==> src/rtl/lightcube_pkg.sv <==
// lightcube_pkg: shared cube geometry, frame type and source index constants
package lightcube_pkg;
  localparam int CUBE_N_DEF = 8;
  localparam int SRC_DEFAULT = 0;
  localparam int SRC_UART = 1;
  function automatic int frame_w(input int n);
    return n * n * n;
  endfunction
  localparam int FRAME_W = frame_w(CUBE_N_DEF);
  typedef logic [FRAME_W-1:0] frame_t;
endpackage

==> src/rtl/frame_src_mux.sv <==
// frame_src_mux: NUM_SRC-to-1 frame/valid selector; out-of-range select yields no valid
module frame_src_mux #(
  parameter int FW = 512,
  parameter int NUM_SRC = 2,
  parameter int SEL_W = 1
) (
  input  logic [SEL_W-1:0]      sel,
  input  logic [NUM_SRC*FW-1:0] frames_flat,
  input  logic [NUM_SRC-1:0]    valid,
  output logic [FW-1:0]         frame,
  output logic                  vld
);
  always_comb begin
    frame = '0;
    vld = 1'b0;
    for (int k = 0; k < NUM_SRC; k++)
      if (SEL_W'(k) == sel) begin
        frame = frames_flat[k*FW +: FW];
        vld = valid[k];
      end
  end
endmodule

==> src/rtl/frame_buffer_db.sv <==
// frame_buffer_db: double-buffered cube frame store with source select and drop/accept stats.
// Optional idle blanking enabled by FRAME_BUFFER_BLANK_TIMEOUT_EN.
module frame_buffer_db
  import lightcube_pkg::*;
#(
  parameter int CUBE_N = CUBE_N_DEF,
  parameter int NUM_SRC = 2,
  parameter int SEL_W = 1,
  parameter int CNT_W = 32,
  parameter int DROP_W = 16,
  parameter int TIMEOUT_CYCLES = 50_000_000,
  localparam int FW = frame_w(CUBE_N)
) (
  input  logic                  clk,
  input  logic                  rst,
  input  logic [SEL_W-1:0]      src_sel,
  input  logic [NUM_SRC*FW-1:0] src_frame_flat,
  input  logic [NUM_SRC-1:0]    src_valid,
  input  logic                  scan_done,
  output logic [FW-1:0]         frame_cube_flat,
  output logic                  pending,
  output logic [CNT_W-1:0]      frame_cnt,
  output logic [DROP_W-1:0]     drop_cnt,
  output logic                  stale
);
  logic [FW-1:0] mux_frame, front_q, front_d, back_q, back_d;
  logic mux_vld, pending_q, pending_d, sel_change, swap, drop, timeout;
  logic [SEL_W-1:0] sel_q;
  logic [CNT_W-1:0] frame_cnt_q, frame_cnt_d;
  logic [DROP_W-1:0] drop_cnt_q, drop_cnt_d;
  frame_src_mux #(.FW(FW), .NUM_SRC(NUM_SRC), .SEL_W(SEL_W)) u_mux (
    .sel(src_sel),
    .frames_flat(src_frame_flat),
    .valid(src_valid),
    .frame(mux_frame),
    .vld(mux_vld)
  );
`ifdef FRAME_BUFFER_BLANK_TIMEOUT_EN
  localparam int IW = $clog2(TIMEOUT_CYCLES + 1);
  localparam logic [IW-1:0] IDLE_MAX = IW'(TIMEOUT_CYCLES - 1);
  logic [IW-1:0] idle_q, idle_d;
  logic stale_q, stale_d;
  always_comb begin
    timeout = !mux_vld && !sel_change && idle_q == IDLE_MAX;
    idle_d = (mux_vld || sel_change) ? '0 : idle_q == IDLE_MAX ? idle_q : idle_q + 1'b1;
    stale_d = mux_vld ? 1'b0 : timeout ? 1'b1 : stale_q;
  end
  always_ff @(posedge clk) begin
    idle_q <= rst ? '0 : idle_d;
    stale_q <= rst ? 1'b0 : stale_d;
  end
  assign stale = stale_q;
`else
  assign timeout = 1'b0;
  assign stale = 1'b0;
`endif
  // A source switch discards the queued frame, so it also blocks the swap that cycle.
  always_comb begin
    sel_change = src_sel != sel_q;
    swap = scan_done && pending_q && !sel_change;
    drop = mux_vld && pending_q && !swap && !sel_change;
    front_d = timeout ? '0 : swap ? back_q : front_q;
    back_d = timeout ? '0 : mux_vld ? mux_frame : back_q;
    pending_d = !timeout && (mux_vld || (pending_q && !swap && !sel_change));
    frame_cnt_d = frame_cnt_q + CNT_W'(mux_vld);
    drop_cnt_d = (drop && !(&drop_cnt_q)) ? drop_cnt_q + 1'b1 : drop_cnt_q;
  end
  always_ff @(posedge clk) begin
    if (rst) begin
      front_q <= '0;
      back_q <= '0;
      pending_q <= 1'b0;
      sel_q <= '0;
      frame_cnt_q <= '0;
      drop_cnt_q <= '0;
    end else begin
      front_q <= front_d;
      back_q <= back_d;
      pending_q <= pending_d;
      sel_q <= src_sel;
      frame_cnt_q <= frame_cnt_d;
      drop_cnt_q <= drop_cnt_d;
    end
  end
  assign frame_cube_flat = front_q;
  assign pending = pending_q;
  assign frame_cnt = frame_cnt_q;
  assign drop_cnt = drop_cnt_q;
endmodule

==> config.mk <==
export PLATFORM = sky130hd
export DESIGN_NAME = frame_buffer_db
export DESIGN_NICKNAME = d
export VERILOG_FILES = /design/src/rtl/lightcube_pkg.sv /design/src/rtl/frame_src_mux.sv /design/src/rtl/frame_buffer_db.sv
export SDC_FILE = /design/constraint.sdc
export NUM_CORES = 2
export LEC_CHECK = 0
export ABC_CLOCK_PERIOD_IN_PS = 7400
export CORE_AREA = 2 2 629 631
export CTS_CLUSTER_DIAMETER = 60
export DETAILED_ROUTE_END_ITERATION = 16
export DIE_AREA = 0 0 631 633
export HOLD_SLACK_MARGIN = 0.06
export PLACE_DENSITY = 0.31
export SLEW_MARGIN = 10
export SYNTH_ARGS = -nofsm -noshare
export SYNTH_HDL_FRONTEND = slang
export SYNTH_SLANG_ARGS = --single-unit
==> constraint.sdc <==
create_clock -name clk -period 7.4 [get_ports clk]
set_clock_uncertainty 0.15 [all_clocks]
set_input_delay 2.22 -clock clk [delete_from_list [all_inputs] [get_ports clk]]
set_output_delay 2.22 -clock clk [all_outputs]
set_load 0.02 [all_outputs]
Yosys cells after proc, flatten, opt, wreduce, memory -nomap -nowiden:

Index checks and enable logic that the tools add are counted.

* bits in registers: 1074
* input port bits: 1030
* output and inout bits: 562
* word-level logic and storage cells: 24

* add/subtract/negate cells: 2
* equal/unequal tests: 1
* mux-type cells: 2
* reduce and logical (&&, ||, !) cells: 13

Operator list (number)
* $mux W512: 1
* $add A32 B1 Y32: 1
* $add A16 B1 Y16 const B: 1
* $reduce_and A16 Y1: 1
* $logic_and A1 B1 Y1: 8
* $logic_not A1 Y1: 3
* $logic_or A1 B1 Y1: 1
* $mux W1: 1
* $ne A1 B1 Y1: 1

Longest topological paths before layout:

* depth after elaboration: 7
* mapped depth: 12
* gate-level depth less buffers: 7

By module:

Synthesis repeated with hierarchy kept, for this count alone.

* cells, all modules: 4732
* area total of the unflattened synthesis: 43998.4 sq um

By module, submodules not included
* frame_buffer_db: times used 1, cells each 4162, area each 37604.8 sq um
* frame_src_mux: times used 1, cells each 570, area each 6393.6 sq um

Least setup slack after synthesis:

No wires, ideal clock.

* kind: input to register
* start: input src_sel
* end: register frame_cnt_q[30] (netlist: frame_cnt[30])
* arrival: 5.012 ns
* required time: 7.180 ns
* slack: 2.167 ns
* stages on the path: 12
* cell sequence: clkbuf_1 > mux2_2 > buf_2 > clkbuf_1 > clkbuf_1 > ha_1 > ha_1 > nand3_1 > or4_1 > buf_2 > or4_1 > a21oi_1

* longest elaborated chain between the ends: 2

Ends and longest elaborated chain
* from (decl): line frame_buffer_db.sv:16 `input logic [SEL_W-1:0] src_sel,`
* $mux W1: line frame_src_mux.sv:17 `if (SEL_W'(k) == sel) begin`
* net mux_vld: line frame_buffer_db.sv:27 `logic mux_vld, pending_q, pending_d, sel_change, swap, drop, timeout;`
* $add A32 B1 Y32: line frame_buffer_db.sv:65 `frame_cnt_d = frame_cnt_q + CNT_W'(mux_vld);`
* to (signal assigned): line frame_buffer_db.sv:81 `frame_cnt_q <= frame_cnt_d;`
* to (decl): line frame_buffer_db.sv:29 `logic [CNT_W-1:0] frame_cnt_q, frame_cnt_d;`

The timed path passes the listed nets, and every way through them passes these cells.
A chain may end at the register's enable or synchronous reset.

Worst setup path after layout:

* start: input src_valid[0]
* end: register frame_cnt_q[28] (netlist: frame_cnt[28])

* longest elaborated chain between the ends: 2

Ends and longest elaborated chain
* from (decl): line frame_buffer_db.sv:18 `input logic [NUM_SRC-1:0] src_valid,`
* $mux W1: line frame_src_mux.sv:17
* $add A32 B1 Y32: line frame_buffer_db.sv:65

Every way passes these cells.

==> impl_metrics.env <==
export IMPL_drv_cap=0
export IMPL_cp_max_fo=44
export IMPL_worstPathRequired_ns=7.95
export IMPL_cts_sinks=1074
export IMPL_fin_ws_ns=2.609
export IMPL_hold_path_class="reg -> reg"
export IMPL_slew_headroom=0.2076
export IMPL_place_ws_ns=1.735
export IMPL_cts_buffers=167
export IMPL_syn_num_nets=5829
export IMPL_clockBufferDepth=4
export IMPL_vias_per_cell=3.523
export IMPL_critPathMaxStageDelay_ns=0.52
export IMPL_swShare=0.2671
export IMPL_synth_edff_count=0
export IMPL_path_clk_slew_ns=0.06
export IMPL_die_h_um=633
export IMPL_yosys_mux_area_fraction=0.1246
export IMPL_die_w_um=631
export IMPL_synth_area_per_cell_um2=8.748
export IMPL_drt_pass1_iterations=5
export IMPL_post_route_period_util=0.6474
export IMPL_gp_congestion=1.042
export IMPL_post_cts_resized=0
export IMPL_std_cell_rows=230
export IMPL_grt_max_degree=207
export IMPL_synth_ff_type="dfxtp_1"
export IMPL_synth_compound_area_frac=0.1621
export IMPL_final_common_cell="clkdlybuf4s50_1"
export IMPL_switchingPower_uw=4383
export IMPL_insertion_delay_ns=0.84
export IMPL_grt_total_usage=0.1427
export IMPL_drive_above_1_share=0.05443
export IMPL_ctsHtreeMaxLevel=4
export IMPL_die_area_um2=399400
export IMPL_ys_warn_count=0
export IMPL_p_leak_uw=0.02405
export IMPL_cts_tree="done"
export IMPL_grt_first_pass_wirelength_um=385900
export IMPL_worst_path_max_delay_cell="clkdlybuf4s50_1"
export IMPL_fin_area_um2=69300
export IMPL_seqPwrFrac=0.381
export IMPL_coreArea_um2=392000
export IMPL_synth_xor_area_frac=0.002297
export IMPL_cts_setup_buffers=0
export IMPL_cp_arrival_ns=5.34
export IMPL_wl_um=299400
export IMPL_placed_cell_area_um2=63490
export IMPL_setup_violations=0
export IMPL_yosys_area_share_simple=0.1572
export IMPL_nNetsFinal=7230
export IMPL_pwr_share_clk=0.500
export IMPL_n_fill_cell=43909
export IMPL_synth_cell_type_count=41
export IMPL_power_density_nw_per_um2=236.7
export IMPL_critPathBufInv=1
export IMPL_synth_area_um2=41950
export IMPL_first_iter_violations=2269
export IMPL_async_reset_ff_frac=0
export IMPL_end_kind="flop"
export IMPL_rsz0062_at_grt="false"
export IMPL_intPower_uw=12020
export IMPL_setup_tns_ns=0
export IMPL_combPwrFrac=0.120
export IMPL_critical_path_top_delay_family="simple AND/OR/NAND/NOR gates"
export IMPL_finalHoldViolations=0
export IMPL_route_detailed_drc=0
export IMPL_numPortBuffers=1590
export IMPL_worst_pin_slew_ns=1.189
export IMPL_maxSlewViolCount=0
export IMPL_status="completed"
export IMPL_vdd_drop_max_mv=0.1904
export IMPL_synthAdderAreaFrac=0.001193
export IMPL_fin_crit_ns=4.791
export IMPL_hold_slack_ns=0.2504
export IMPL_path_cells="clkdlybuf4s50_1 -> mux2_8 -> ha_1 -> ha_1 -> nand3_1 -> or4_1 -> or4_1 -> a21oi_1"
export IMPL_max_freq_ghz=0.2087
export IMPL_seq_area_frac_synth=0.5126
export IMPL_wl_per_cell_um=25.82
export IMPL_root_buffer="clkbuf_16"
export IMPL_pin_count=1592
export IMPL_dpl_hpwl_um=240200
export IMPL_postCtsHoldBufs=0
export IMPL_vias=40865
export IMPL_synth_seq_cells=1074
export IMPL_antenna_found_initial=224
export IMPL_grt_pass1_vias=39507
export IMPL_startpoint_type="input pin"
export IMPL_syn_to_final_growth_pct=65.22
export IMPL_worstSetupPathType="in -> reg"
export IMPL_postRouteAntennaNets=0
export IMPL_grt_remaining_overflow=0
export IMPL_initial_core_util=0.1070
export IMPL_synth_top_family_by_area="compound AO/OA/AOI/OAI gates"
export IMPL_syn_inst=4795
export IMPL_final_cell_mix="clkdlybuf4s50_1 (1588), dfxtp_1 (1074), nand2_1 (1041)"
export IMPL_final_util=0.1768
[final timing paths]
path | start | to | slack [ns] | cells past startpoint
max reg2reg | sel_q$_SDFF_PP0_ | frame_cube_flat[293]$_SDFFE_PP0P_ | 4.05 | 5
min | back_q[322]$_SDFFE_PP0P_ | frame_cube_flat[322]$_SDFFE_PP0P_ | 0.25 | 2
min reg2reg | back_q[322]$_SDFFE_PP0P_ | frame_cube_flat[322]$_SDFFE_PP0P_ | 0.25 | 2
max | src_valid[0] | frame_cnt[28]$_SDFF_PP0_ | 2.61 | 8
[Yosys cell counts (3+ instances only)]
cell | number | area [um^2]
a211oi_1 | 512 | 3844
a21oi_1 | 535 | 2678
and3_1 | 11 | 68.82
and4_1 | 6 | 52.55
buf_1 | 22 | 82.58
buf_2 | 76 | 380.4
clkbuf_1 | 316 | 1186
dfxtp_1 | 1074 | 21500
ha_1 | 4 | 50.05
inv_1 | 4 | 15.01
mux2_2 | 8 | 90.09
mux2i_1 | 513 | 5135
nand2_1 | 1041 | 3908
nand3_1 | 19 | 95.09
nand4_1 | 16 | 100.1
nor2_1 | 531 | 1993
nor2b_1 | 10 | 62.56
nor3_1 | 5 | 25.02
nor4_1 | 3 | 18.77
o21ai_0 | 11 | 55.05
o311ai_0 | 4 | 35.03
o31ai_1 | 11 | 82.58
o41ai_1 | 5 | 43.79
or3_1 | 10 | 62.56
or4_1 | 16 | 120.1
xnor2_1 | 4 | 35.03
xor2_1 | 7 | 61.31
[power groups by stage]
| stage | sequential, uW | combinational [uW] | clock (uW) |
|---|---|---|---|
| 2_1_floorplan | 6380 | 791 | 0 |
| 3_3_place_gp | 6370 | 1990 | 0 |
| 3_5_place_dp | 6370 | 2000 | 0 |
| 4_1_cts | 6250 | 2010 | 8530 |
| 5_1_grt | 6280 | 2110 | 8720 |
| 6_report | 6250 | 1960 | 8200 |
[cells by family (layout without fill, tap and decap cells)]
family | count (synthesis) | count (layout)
other | 1 | 59
AOI/OAI and AO/OA | 1086 | 1086
xor gates and xnor gates | 11 | 11
and+or+nand+nor | 1678 | 1678
adders and majority gates | 4 | 4
muxes | 521 | 521
buffers and inverters | 420 | 1945
DFF | 1074 | 1074
[stage by stage]
stage,power (uW),instances
6_report,16410,11598
3_5_place_dp,8372,11247
5_1_grt,17120,11554
3_3_place_gp,8360,11247
4_1_cts,16790,11540
2_1_floorplan,7175,4795
[metal layers]
metal,GRT usage,up-vias,share of wire
met5,0,-,0.0016
met4,0.04428,72,0.038
met3,0.04524,602,0.072
met2,0.2580,1354,0.50
met1,0.1577,19322,0.38
li1,-,19515,-
[flip-flops by register name, summed over array words and instances (netlist names)]
name and cells:
back_q 512, frame_cube_flat 512, frame_cnt 32, drop_cnt 16, pending 1, sel_q 1
[cell type report]
type	instances	area, um^2	area share
clock inverter	73	939.7	0.01356
clock buffer	220	4723	0.06815
timing repair buffer	1648	16650	0.2402
antenna	58	145.1	0.002094
sequential	1074	21500	0.3102
multi-input combinational	3301	18800	0.2713
tap	5220	6531	0.09424
inverter	4	15.01	0.0002166
[worst reg2reg max path, delay by kind of cell, from the launching register on]
family	cells	cell delay, ns
compound gates	1	0.18
xor+xnor	1	0.70
buf+inv	1	0.59
flops	1	0.39
simple gates	2	1.25
Note: power is estimated with default switching activity, not from simulation.
